$ cat config.mk
export PLATFORM = sky130hd
export DESIGN_NAME = ahb_arbiter_nm_flat
export DESIGN_NICKNAME = d
export VERILOG_FILES = /design/src/rtl/ahb_arbiter_nm_if.sv /design/src/rtl/ahb_arbiter_nm.sv /design/src/flat_wrapper.sv
export SDC_FILE = /design/constraint.sdc
export NUM_CORES = 1
export LEC_CHECK = 0
export ABC_CLOCK_PERIOD_IN_PS = 1400
export CAP_MARGIN = 15
export CORE_AREA = 5 5 130 132
export DETAILED_ROUTE_END_ITERATION = 10
export DIE_AREA = 0 0 135 137
export SLEW_MARGIN = 20
export SYNTH_ARGS = -nofsm -noshare
export SYNTH_HDL_FRONTEND = slang
export SYNTH_SLANG_ARGS = --single-unit
$ cat constraint.sdc
create_clock -name HCLK -period 1.4 [get_ports HCLK]
set_clock_uncertainty 0.2 [all_clocks]
set_input_delay 0.35 -clock HCLK [delete_from_list [all_inputs] [get_ports HCLK]]
set_output_delay 0.35 -clock HCLK [all_outputs]
set_load 0.02 [all_outputs]
$ cat src/rtl/ahb_arbiter_nm_if.sv
// ahb_arbiter_nm_if: master-side and slave-side AHB-Lite signals around the arbiter
interface ahb_arbiter_nm_if #(
  parameter int NMASTER = 2
);
  localparam int MW = NMASTER > 1 ? $clog2(NMASTER) : 1;
  logic [NMASTER*32-1:0] HADDRm;
  logic [NMASTER*3-1:0]  HBURSTm;
  logic [NMASTER-1:0]    HMASTLOCKm;
  logic [NMASTER*4-1:0]  HPROTm;
  logic [NMASTER*3-1:0]  HSIZEm;
  logic [NMASTER*2-1:0]  HTRANSm;
  logic [NMASTER*32-1:0] HWDATAm;
  logic [NMASTER-1:0]    HWRITEm;
  logic [NMASTER*32-1:0] HRDATAm;
  logic [NMASTER-1:0]    HREADYm;
  logic [NMASTER-1:0]    HRESPm;
  logic [31:0]           HADDR;
  logic [2:0]            HBURST;
  logic                  HMASTLOCK;
  logic [3:0]            HPROT;
  logic [2:0]            HSIZE;
  logic [1:0]            HTRANS;
  logic [31:0]           HWDATA;
  logic                  HWRITE;
  logic [31:0]           HRDATA;
  logic                  HREADY;
  logic                  HRESP;
  logic [MW-1:0]         HMASTER;
  logic [NMASTER-1:0]    HGRANT;
  modport master (
    input  HADDRm, HBURSTm, HMASTLOCKm, HPROTm, HSIZEm, HTRANSm, HWDATAm, HWRITEm,
    input  HRDATA, HREADY, HRESP,
    output HRDATAm, HREADYm, HRESPm,
    output HADDR, HBURST, HMASTLOCK, HPROT, HSIZE, HTRANS, HWDATA, HWRITE, HMASTER, HGRANT
  );
  modport slave (
    output HADDRm, HBURSTm, HMASTLOCKm, HPROTm, HSIZEm, HTRANSm, HWDATAm, HWRITEm,
    output HRDATA, HREADY, HRESP,
    input  HRDATAm, HREADYm, HRESPm,
    input  HADDR, HBURST, HMASTLOCK, HPROT, HSIZE, HTRANS, HWDATA, HWRITE, HMASTER, HGRANT
  );
endinterface

$ cat src/rtl/ahb_arbiter_nm.sv
// ahb_arbiter_nm: AHB-Lite N-master arbiter with separate address/data owners and bounded hold
module ahb_arbiter_nm #(
  parameter int NMASTER  = 2,
  parameter int ARB_MODE = 1,
  parameter int MAX_HOLD = 4,
  parameter int PARK     = 0
) (
  input logic              HCLK,
  input logic              HRESETn,
  ahb_arbiter_nm_if.master bus
);
  localparam int MW = NMASTER > 1 ? $clog2(NMASTER) : 1;
  localparam int HW = MAX_HOLD > 0 ? $clog2(MAX_HOLD + 1) : 1;
  localparam logic [1:0] IDLE = 2'b00, NONSEQ = 2'b10;
  logic [MW-1:0] aown, down, win;
  logic dvalid, found, sw;
  logic [HW-1:0] holdcnt;
  logic [NMASTER-1:0] req, cand;
  logic [1:0] otrans;
  logic [2:0] oburst;
  function automatic int pick(int k, int a);
    return ARB_MODE != 0 ? (a + k + 1) % NMASTER : k;
  endfunction
  // request decode and candidate set (every requester other than the owner)
  always_comb begin
    req = '0;
    cand = '0;
    for (int i = 0; i < NMASTER; i++) begin
      req[i] = bus.HTRANSm[2*i+1];
      cand[i] = bus.HTRANSm[2*i+1] && i != int'(aown);
    end
  end
  // switch only at a transfer boundary: owner idle, or its hold budget on singles is spent
  always_comb begin
    otrans = bus.HTRANSm[2*aown +: 2];
    oburst = bus.HBURSTm[3*aown +: 3];
    sw = !bus.HMASTLOCKm[aown] && (otrans == IDLE || (MAX_HOLD > 0 && otrans == NONSEQ &&
         oburst == 3'b000 && int'(holdcnt) + 1 >= MAX_HOLD));
  end
  // winner search: lowest index for fixed priority, first after the owner for round-robin
  always_comb begin
    win = aown;
    found = 1'b0;
    for (int k = 0; k < NMASTER; k++)
      if (!found && cand[pick(k, int'(aown))]) begin
        win = MW'(pick(k, int'(aown)));
        found = 1'b1;
      end
  end
  // address-phase signals follow the address owner, write data follows the data owner
  always_comb begin
    bus.HADDR = bus.HADDRm[32*aown +: 32];
    bus.HBURST = bus.HBURSTm[3*aown +: 3];
    bus.HMASTLOCK = bus.HMASTLOCKm[aown];
    bus.HPROT = bus.HPROTm[4*aown +: 4];
    bus.HSIZE = bus.HSIZEm[3*aown +: 3];
    bus.HTRANS = bus.HTRANSm[2*aown +: 2];
    bus.HWRITE = bus.HWRITEm[aown];
    bus.HWDATA = bus.HWDATAm[32*down +: 32];
    bus.HMASTER = aown;
  end
  // per-master ready/response: owners see the slave, requesting non-owners are stalled
  always_comb begin
    bus.HGRANT = '0;
    bus.HGRANT[aown] = 1'b1;
    bus.HREADYm = '0;
    bus.HRESPm = '0;
    bus.HRDATAm = '0;
    for (int i = 0; i < NMASTER; i++) begin
      bus.HREADYm[i] = (dvalid && int'(down) == i) || int'(aown) == i ? bus.HREADY : !req[i];
      bus.HRESPm[i] = dvalid && int'(down) == i && bus.HRESP;
      bus.HRDATAm[32*i +: 32] = dvalid && int'(down) == i ? bus.HRDATA : 32'h0;
    end
  end
  // owner/data-phase/hold state advances only when the slave is ready
  always_ff @(posedge HCLK or negedge HRESETn)
    if (!HRESETn) begin
      aown <= MW'(PARK);
      down <= '0;
      dvalid <= 1'b0;
      holdcnt <= '0;
    end else if (bus.HREADY) begin
      down <= aown;
      dvalid <= req[aown];
      aown <= sw && found ? win : aown;
      holdcnt <= sw && found ? '0 : req[aown] && int'(holdcnt) < MAX_HOLD ? holdcnt + 1'b1 : holdcnt;
    end
endmodule

$ cat src/flat_wrapper.sv
// flat-port wrapper written by rule: the top's interface ports become plain ports
module ahb_arbiter_nm_flat 
#(
  parameter int NMASTER  = 2,
  parameter int ARB_MODE = 1,
  parameter int MAX_HOLD = 4,
  parameter int PARK     = 0
)
  (HCLK, HRESETn, bus_HADDRm, bus_HBURSTm, bus_HMASTLOCKm, bus_HPROTm, bus_HSIZEm, bus_HTRANSm, bus_HWDATAm, bus_HWRITEm, bus_HRDATA, bus_HREADY, bus_HRESP, bus_HRDATAm, bus_HREADYm, bus_HRESPm, bus_HADDR, bus_HBURST, bus_HMASTLOCK, bus_HPROT, bus_HSIZE, bus_HTRANS, bus_HWDATA, bus_HWRITE, bus_HMASTER, bus_HGRANT);
  ahb_arbiter_nm_if #(.NMASTER(NMASTER)) bus_i ();
  input logic HCLK;
  input logic HRESETn;
  input wire logic [$bits(bus_i.HADDRm)-1:0] bus_HADDRm;
  input wire logic [$bits(bus_i.HBURSTm)-1:0] bus_HBURSTm;
  input wire logic [$bits(bus_i.HMASTLOCKm)-1:0] bus_HMASTLOCKm;
  input wire logic [$bits(bus_i.HPROTm)-1:0] bus_HPROTm;
  input wire logic [$bits(bus_i.HSIZEm)-1:0] bus_HSIZEm;
  input wire logic [$bits(bus_i.HTRANSm)-1:0] bus_HTRANSm;
  input wire logic [$bits(bus_i.HWDATAm)-1:0] bus_HWDATAm;
  input wire logic [$bits(bus_i.HWRITEm)-1:0] bus_HWRITEm;
  input wire logic [$bits(bus_i.HRDATA)-1:0] bus_HRDATA;
  input wire logic [$bits(bus_i.HREADY)-1:0] bus_HREADY;
  input wire logic [$bits(bus_i.HRESP)-1:0] bus_HRESP;
  output wire logic [$bits(bus_i.HRDATAm)-1:0] bus_HRDATAm;
  output wire logic [$bits(bus_i.HREADYm)-1:0] bus_HREADYm;
  output wire logic [$bits(bus_i.HRESPm)-1:0] bus_HRESPm;
  output wire logic [$bits(bus_i.HADDR)-1:0] bus_HADDR;
  output wire logic [$bits(bus_i.HBURST)-1:0] bus_HBURST;
  output wire logic [$bits(bus_i.HMASTLOCK)-1:0] bus_HMASTLOCK;
  output wire logic [$bits(bus_i.HPROT)-1:0] bus_HPROT;
  output wire logic [$bits(bus_i.HSIZE)-1:0] bus_HSIZE;
  output wire logic [$bits(bus_i.HTRANS)-1:0] bus_HTRANS;
  output wire logic [$bits(bus_i.HWDATA)-1:0] bus_HWDATA;
  output wire logic [$bits(bus_i.HWRITE)-1:0] bus_HWRITE;
  output wire logic [$bits(bus_i.HMASTER)-1:0] bus_HMASTER;
  output wire logic [$bits(bus_i.HGRANT)-1:0] bus_HGRANT;
  assign bus_i.HADDRm = bus_HADDRm;
  assign bus_i.HBURSTm = bus_HBURSTm;
  assign bus_i.HMASTLOCKm = bus_HMASTLOCKm;
  assign bus_i.HPROTm = bus_HPROTm;
  assign bus_i.HSIZEm = bus_HSIZEm;
  assign bus_i.HTRANSm = bus_HTRANSm;
  assign bus_i.HWDATAm = bus_HWDATAm;
  assign bus_i.HWRITEm = bus_HWRITEm;
  assign bus_i.HRDATA = bus_HRDATA;
  assign bus_i.HREADY = bus_HREADY;
  assign bus_i.HRESP = bus_HRESP;
  assign bus_HRDATAm = bus_i.HRDATAm;
  assign bus_HREADYm = bus_i.HREADYm;
  assign bus_HRESPm = bus_i.HRESPm;
  assign bus_HADDR = bus_i.HADDR;
  assign bus_HBURST = bus_i.HBURST;
  assign bus_HMASTLOCK = bus_i.HMASTLOCK;
  assign bus_HPROT = bus_i.HPROT;
  assign bus_HSIZE = bus_i.HSIZE;
  assign bus_HTRANS = bus_i.HTRANS;
  assign bus_HWDATA = bus_i.HWDATA;
  assign bus_HWRITE = bus_i.HWRITE;
  assign bus_HMASTER = bus_i.HMASTER;
  assign bus_HGRANT = bus_i.HGRANT;
  ahb_arbiter_nm #(.NMASTER(NMASTER), .ARB_MODE(ARB_MODE), .MAX_HOLD(MAX_HOLD), .PARK(PARK)) u_core (.HCLK(HCLK), .HRESETn(HRESETn), .bus(bus_i));
endmodule
Word-level counts from Yosys, hierarchy flattened
Cells that the tools add are included.
Widths: inputs -> output; s select.
- register bits: 6
- bits of input ports: 192
- output and inout bits: 149
- logic and storage cells: 76
- add/subtract/negate cells: 4
- $mul: 1
- magnitude comparators: 6
- eq/ne operators: 1
- shift-type cells: 6
- mux-type cells: 24
- bitwise gates (word level): 4
- reduce and logical (&&, ||, !) cells: 26
- operator list (operator ; count):
    $shiftx 64x7->32 ; 2
    $mux 32 ; 2
    $add 32x2->32 const B ; 1
    $ge 32x4->1 const B ; 1
    $mux 1 ; 19
    $logic_and 1x1->1 ; 13
    $shiftx 6x4->3 ; 2
    $shiftx 8x4->4 ; 1
    $lt 2x3->1 const B ; 2
    $mux 3 ; 2
    $add 3x1->4 const B ; 1
    $logic_not 1->1 ; 4
    $reduce_bool 2->1 ; 2
    $shiftx 4x3->2 ; 1
    $add 3x1->3 const B ; 1
    $logic_not 3->1 ; 1
    $logic_or 1x1->1 ; 3
    $lt 3x3->1 const B ; 1
    $mul 2x1->3 const A ; 1
    $reduce_and 3->1 ; 1
    $add 1x1->2 const B ; 1
    $eq 2x2->1 const B ; 1
    $logic_not 2->1 ; 1
    $lt 1x2->1 const B ; 1
    other kinds (6) ; 7

Longest topological paths before layout
Gate-level depths: netlist of the first run.
- depth in word-level cells: 12
- gate-level depth with buffers: 5
- depth with buffers taken out: 5

Worst setup path before layout of the first run
Ideal clock, no wire load.
- kind: reg2out
- start: register u_core.aown, in the netlist u_core.bus.HMASTER
- end: output port bus_HREADYm[0]
- arrival: 1.407 ns
- required time: 0.850 ns
- path slack: -0.557 ns
- cell stages (with the launch flop): 5
- path buffers: 2
- cell sequence: dfrtp_1 -> buf_6 -> buf_2 -> nand2b_1 -> o21ai_0
- cells in the longest elaborated chain, start to end: 3
- RTL lines (item ; RTL line ; text):
    from (decl) ; ahb_arbiter_nm.sv:15 ; logic [MW-1:0] aown, down, win;
    from (signal assigned) ; ahb_arbiter_nm.sv:78 ; aown <= MW'(PARK);
    from (signal assigned) ; ahb_arbiter_nm.sv:85 ; aown <= sw && found ? win : aown;
    $not 1->1 ; ahb_arbiter_nm.sv:70 ; bus.HREADYm[i] = (dvalid && int'(down) == i) || int'(aown) == i ? bus.HREADY : !req[i];
    $logic_or 1x1->1 ; ahb_arbiter_nm.sv:70 ;
    $mux 1 ; ahb_arbiter_nm.sv:70 ;
    to (decl) ; flat_wrapper.sv:25 ; output wire logic [$bits(bus_i.HREADYm)-1:0] bus_HREADYm;
Every way passes these cells.

Final worst setup path of the first run
- start: register u_core.down
- end: output port bus_HREADYm[1]
- cells in the longest elaborated chain, start to end: 3
- RTL lines (item ; RTL line ; text):
    from (decl) ; ahb_arbiter_nm.sv:15 ;
    from (signal assigned) ; ahb_arbiter_nm.sv:83 ; down <= aown;
    $logic_and 1x1->1 ; ahb_arbiter_nm.sv:70 ;
    $logic_or 1x1->1 ; ahb_arbiter_nm.sv:70 ;
    $mux 1 ; ahb_arbiter_nm.sv:70 ;
Every way passes these cells.

==> results of run 1 <==
-- power groups by stage --
stage	logic, W	registers (W)	clock network, W
2_1_floorplan	0.00499	0.000388	0
3_5_place_dp	0.00850	0.000362	0
5_1_grt	0.0116	0.000432	0.000501
3_3_place_gp	0.00847	0.000352	0
4_1_cts	0.0101	0.000406	0.000490
6_report	0.0110	0.000415	0.000477
-- worst max-delay path: cells and delay by family (launching register included) --
kind            cells  cell delay [ps]
buf+inv             3              450
simple gates        1               60
flops               1              550
compound gates      2              260
-- per-stage QoR --
| stage | hold WS (ps) | TNS (ps) | setup WS [ps] | instance area, um^2 | util, % |
|---|---|---|---|---|---|
| after global placement | 413.8 | -114910 | -840.3 | 6107 | 39.15 |
| after floorplan | -145.6 | -25850 | -287.9 | 2323 | - |
| final | 192.3 | -87170 | -709.8 | 7025 | 45.04 |
| after detailed placement | 425.8 | -116090 | -867.1 | 6107 | 39.15 |
| after global routing | 213.8 | -93540 | -770.5 | 7025 | 45.04 |
| after CTS | 208.8 | -98160 | -769.1 | 6739 | 43.21 |
-- path summary, 6_finish.rpt --
check / start / endpoint / cells past startpoint
min in group HCLK: bus_HREADY / u_core.dvalid / 3
worst min-delay path: HRESETn / u_core.holdcnt[0] / 1
worst max-delay path: u_core.down / bus_HREADYm[1] / 6
worst max register to register: u_core.bus.HMASTER / u_core.holdcnt[0] / 9
worst min register to register: u_core.holdcnt[0] / u_core.holdcnt[0] / 3
max in group asynchronous: HRESETn / u_core.down / 1
-- cells by family (layout without fill, tap and decap cells) --
group	Yosys count	count (layout)	share of synthesized area [%]
xor+xnor	1	1	0.4862
mux	80	80	49.86
flops	6	6	8.333
buf+inv	23	421	5.973
fa+ha+maj	1	1	0.6943
simple gates	84	84	30.76
compound gates	11	11	3.888
-- cell usage in the layout (no fill, tap or decap), types with 3 or more instances in the layout --
cell type	synthesis	layout
buf_8	0	5
mux2_2	78	7
nor2_1	5	5
dlygate4sd2_1	0	3
buf_2	8	15
buf_6	1	142
and2_4	0	33
buf_12	0	5
clkbuf_16	0	4
clkdlybuf4s50_1	0	187
mux2_4	0	71
and3_4	0	33
buf_4	1	44
dfrtp_1	6	3
buf_16	0	7
clkbuf_2	0	4
-- sequential cells by signal, summed over array words and instances (netlist names) --
name                flops
u_core.down             1
u_core.dvalid           1
u_core.bus.HMASTER      1
u_core.holdcnt          3
-- synth_stat cells --
cell type	count	area, um^2
mux2_2	78	878.3
and2_1	34	212.7
and3_1	33	206.5
clkbuf_1	11	41.29
buf_2	8	40.04
dfrtp_1	6	150.1
a21oi_1	5	25.02
nor2_1	5	18.77
inv_1	2	7.510
mux2i_1	2	20.02
nand2_1	2	7.510
nor3_1	2	10.01
nor4b_2	2	30.03
o21ai_0	2	10.01
a211o_1	1	8.760
a31oi_1	1	6.260
buf_4	1	7.510
buf_6	1	11.26
ha_1	1	12.51
nand2b_1	1	6.260
nor2b_1	1	6.260
nor3b_2	1	12.51
nor4_4	1	21.27
nor4bb_2	1	16.27
o21ai_1	1	5.000
o221ai_2	1	15.01
or2_2	1	6.260
xnor2_1	1	8.760
-- per-layer routing --
metal / global-route usage, % / share of wire [%] / up-vias
met4: 2.296 / 0.86 / 0
li1: - / - / 1542
met2: 27.71 / 55 / 212
met3: 4.375 / 9.9 / 6
met1: 13.67 / 34 / 1481
met5: 0 / 0 / -
-- cell type report --
type	count	area (um^2)	area share, %
multi-input combinational	177	2171	30.90
sequential	6	156.4	2.226
tap	216	270.3	3.847
timing repair buffer	415	4339	61.76
inverter	2	10.01	0.1425
clock buffer	4	78.83	1.122
-- timing repair --
action,CTS,global route
gates resized for setup,666,272
buffers inserted,23,11
pin swaps,11,7
gates cloned,9,1
setup endpoints to repair,154,155
==> run metrics, run 1 <==
layout filler cell count=1,466; DIE WIDTH=135 um; initial antenna violation count=0; flip-flop and latch count after synthesis=6; Die ar.=0.01850 mm^2; clock buffer depth=2; synthesized area per cell=8.746 um^2; grt total ovfl=0; layout cells sized above 1=65.07%; Switch Pwr=0.004797 W; CP Launch Type=flip-flop; worst rel slew slack=77.48%; Cells after Synth=206; P&R area growth vs syn=289.9%; most frequent cell on the critical path=buf_4; CORE AREA=0.01560 mm^2; minimum clock period=2110 ps; final critical-path share of the clock period=150.7%; Pint=0.007117 W; max cap viols=0; Critical Path Sink Type=output port; Reg power frac=3.5%; Syn Nets=399; Worst EP required=850 ps; clock group share of total power=4.0%; TritonCTS clock tree=done; sequential share of the synthesized area=8.333%; Via Count=3,241; num rows=46; critical path type=flip-flop to output port; min setup slack post-route=-709.8 ps; RSZ-0062 raised after global routing=yes; largest net degree at the start of global routing=29; initial DRC count=47; hpwl dp=11,280 um; GRT Total Usage=13.67%; Pins Over Slew Limit=0; total iterations of the first detailed-routing run=4; status=complete, but fails checks; Worst VDD drop=0.8921 mV; Crit Path Max Fanout=5; slowest stage delay, CP=550 ps; Initial Utilization=11.55%; I/O pins=341; hold buffers post-CTS=0; I/O Buffers=340; Comb pwr share=92.5%; clk root buf=clkbuf_16; CP Cell Sequence=buf_4, buf_4, a21oi_4, nor2_1, a21oi_2, buf_6; final total power=0.01191 W; synthesized area=0.001802 mm^2; vias in the first global route=3,506; PwrDens=1696 mW/mm^2; worst path arrival time=1560 ps; H-tree Lvls=1; Worst Max-Slew Pin Slew=336.8 ps; Ant. Diodes=0; failing checks=setup timing; post-synth cell types=28; Leak=3.224 nW; Die Ht=137 um; detailed-route DRC error count=0; Final nets=798; GPL Wtd Cong=0.8159; R2R Setup Slk=-560 ps; slowest stage cell, crit path=dfrtp_4; drt wl/cell=17.64 um; DR vias/cell=3.952; final WL=14,460 um; highest clock rate=0.4740 GHz; worst hold path class=input pin to async pin; # clock sinks=6; CTS clk-pin slew, worst paths=40 ps; Final Hold Fails=0; Setup Viol. Count Final=155; post-route ant nets=0; global-route wire length before repair=19,730 um; number of CTS-inserted buffers=3; final non-filler cell total=820; Synth warnings=0; Net Sw Frac=40.27%; clk_lat worst skew=230 ps; Placed Cells=777
Power figures use the tool's default switching activity.
==> run 2, diff against run 1 <==
==> constraint.sdc (replaced) <==
create_clock -name HCLK -period 1.4 [get_ports HCLK]
set_clock_uncertainty 0.2 [all_clocks]
set_input_delay 0.35 -clock HCLK [delete_from_list [all_inputs] [get_ports HCLK]]
set_output_delay 0.35 -clock HCLK [all_outputs]
set_load 0.05 [all_outputs]
==> run metrics, run 2 (synthesis results as in run 1) <==
Crit Path Max Fanout=14; final WL=13,610 um; # clock sinks=6; post-route ant nets=0; GPL Wtd Cong=0.8101; GRT Total Usage=13.12%; CP Launch Type=flip-flop; final critical-path share of the clock period=144.1%; Worst VDD drop=1.185 mV; H-tree Lvls=1; Worst Max-Slew Pin Slew=321.3 ps; hpwl dp=12,290 um; global-route wire length before repair=19,110 um; status=complete, but fails checks; uppermost layer routed=met4; worst rel slew slack=78.58%; Ant. Diodes=0; Final nets=758; minimum clock period=2017 ps; max cap viols=0; Biggest register=u_core.holdcnt; Critical Path Sink Type=output port; CP Cell Sequence=buf_12, mux2_4, buf_12; initial DRC count=53; Initial Utilization=11.55%; P&R area growth vs syn=342.6%; grt total ovfl=0; clk_lat worst skew=230 ps; Die ar.=0.01850 mm^2; I/O Buffers=340; slowest stage cell, crit path=dfrtp_4; most frequent cell on the critical path=buf_12; TritonCTS clock tree=done; total iterations of the first detailed-routing run=4; DIE WIDTH=135 um; clk root buf=clkbuf_16; Worst EP required=850 ps; routed wl met2=7812 um; PwrDens=2063 mW/mm^2; initial antenna violation count=0; dpl cell area=0.007656 mm^2; final non-filler cell total=780; number of CTS-inserted buffers=3; Final Cell Area=0.007974 mm^2; DR vias/cell=3.844; largest net degree at the start of global routing=34; min setup slack post-route=-617.1 ps; commonest non-fill, non-tap cell in the layout=clkdlybuf4s50_1; routed wl met3=1251 um; layout cells sized above 1=62.41%; most frequent cells in the layout=189 x clkdlybuf4s50_1, 150 x buf_12, 76 x mux2_4; max FFs per register=3; Pins Over Slew Limit=0; critical path type=flip-flop to output port; Leak=3.433 nW; RSZ-0062 raised after global routing=yes; Die Ht=137 um; Placed Cells=769; Setup Viol. Count Final=154; clock buffer depth=2; met1 wire length=4419 um; CTS clk-pin slew, worst paths=40 ps; detailed-route DRC error count=0; layout filler cell count=1,322; worst path arrival time=1470 ps; failing checks=setup timing; hold buffers post-CTS=0; drt wl/cell=17.45 um; slowest stage delay, CP=540 ps; cells on worst reg2reg path=6; worst hold path class=input pin to async pin; highest clock rate=0.4958 GHz; num rows=46; CORE AREA=0.01560 mm^2; Final Hold Fails=0; I/O pins=341; vias in the first global route=3,355; Via Count=2,998
==> run 2: changes by cell type in the layout (fill, tap and decap cells not counted), sizes merged <==
cell,before,now
clkdlybuf4s50,187,189
clkbuf,9,4
buf,218,184
clkdlybuf4s15,1,0
dlygate4sd2,3,1
==> run 2: path summary, 6_finish.rpt <==
check	start	to	slack, ps
setup / recovery	u_core.down	bus_HWDATA[25]	-620
hold / removal	HRESETn	u_core.holdcnt[1]	170
setup reg to reg	u_core.bus.HMASTER	u_core.holdcnt[1]	-430
hold reg to reg	u_core.holdcnt[0]	u_core.holdcnt[0]	490
max in group asynchronous	HRESETn	u_core.bus.HMASTER	580
min in group HCLK	u_core.holdcnt[0]	u_core.holdcnt[0]	490
==> run 2: layer usage <==
layer  up-vias  track usage (%)
li1       1456                -
met3        10            4.228
met1      1357            13.10
met5         -                0
met4         0            1.232
met2       175            27.10
==> run 2: cell type report <==
class / count / area, um^2 / share of cell area (%)
clock buffers: 4 / 78.83 / 0.9885
inverters: 2 / 7.507 / 0.09415
multi-input cells: 177 / 2176 / 27.29
flip-flops and latches: 6 / 158.9 / 1.993
well taps: 216 / 270.3 / 3.389
repair buffers: 375 / 5283 / 66.25
==> run 2: report_power, final <==
group / leakage [nW] / internal, W / switching [W] / total (W)
registers: 0.0676 / 0.000279 / 0.000169 / 0.000448
logic: 3.33 / 0.00804 / 0.00749 / 0.0155
clock network: 0.0382 / 0.000378 / 0.0000975 / 0.000475
total: 3.43 / 0.00869 / 0.00776 / 0.0165
==> run 2: through the flow <==
step	util, %	power (W)	hold slack [ps]	setup slack [ps]	setup TNS [ps]
2_1_floorplan	-	0.008645	-145.6	-504.3	-40950
3_3_place_gp	49.09	0.01538	414.7	-594.8	-55150
3_5_place_dp	49.09	0.01551	418.1	-684.7	-55940
4_1_cts	50.86	0.01656	181.6	-626.6	-87680
5_1_grt	51.12	0.01699	204.1	-664.5	-91450
6_report	51.12	0.01645	172.5	-617.1	-85820
==> run 2: what timing repair did <==
action / in CTS / in global routing
gates resized for setup: 30 / 10
pin swaps: 11 / 18
setup buffers: 6 / 1
endpoints found under the setup margin: 155 / 154
gates cloned: 2 / 0
==> run 2: critical path: cells and delay by family, from the launching register on <==
family	cells	cell delay, ps
flip-flops	1	540
buffers and inverters	2	350
multiplexers	1	340
==> run 3, diff against run 2 <==
--- a/config.mk
+++ b/config.mk
@@ -10,6 +10,7 @@
 export CORE_AREA = 5 5 130 132
 export DETAILED_ROUTE_END_ITERATION = 10
 export DIE_AREA = 0 0 135 137
+export HOLD_SLACK_MARGIN = 0.03
 export SLEW_MARGIN = 20
 export SYNTH_ARGS = -nofsm -noshare
 export SYNTH_HDL_FRONTEND = slang
==> results of run 3 <==
Same layout as run 2: the final DEF is identical, and so are final timing and power.
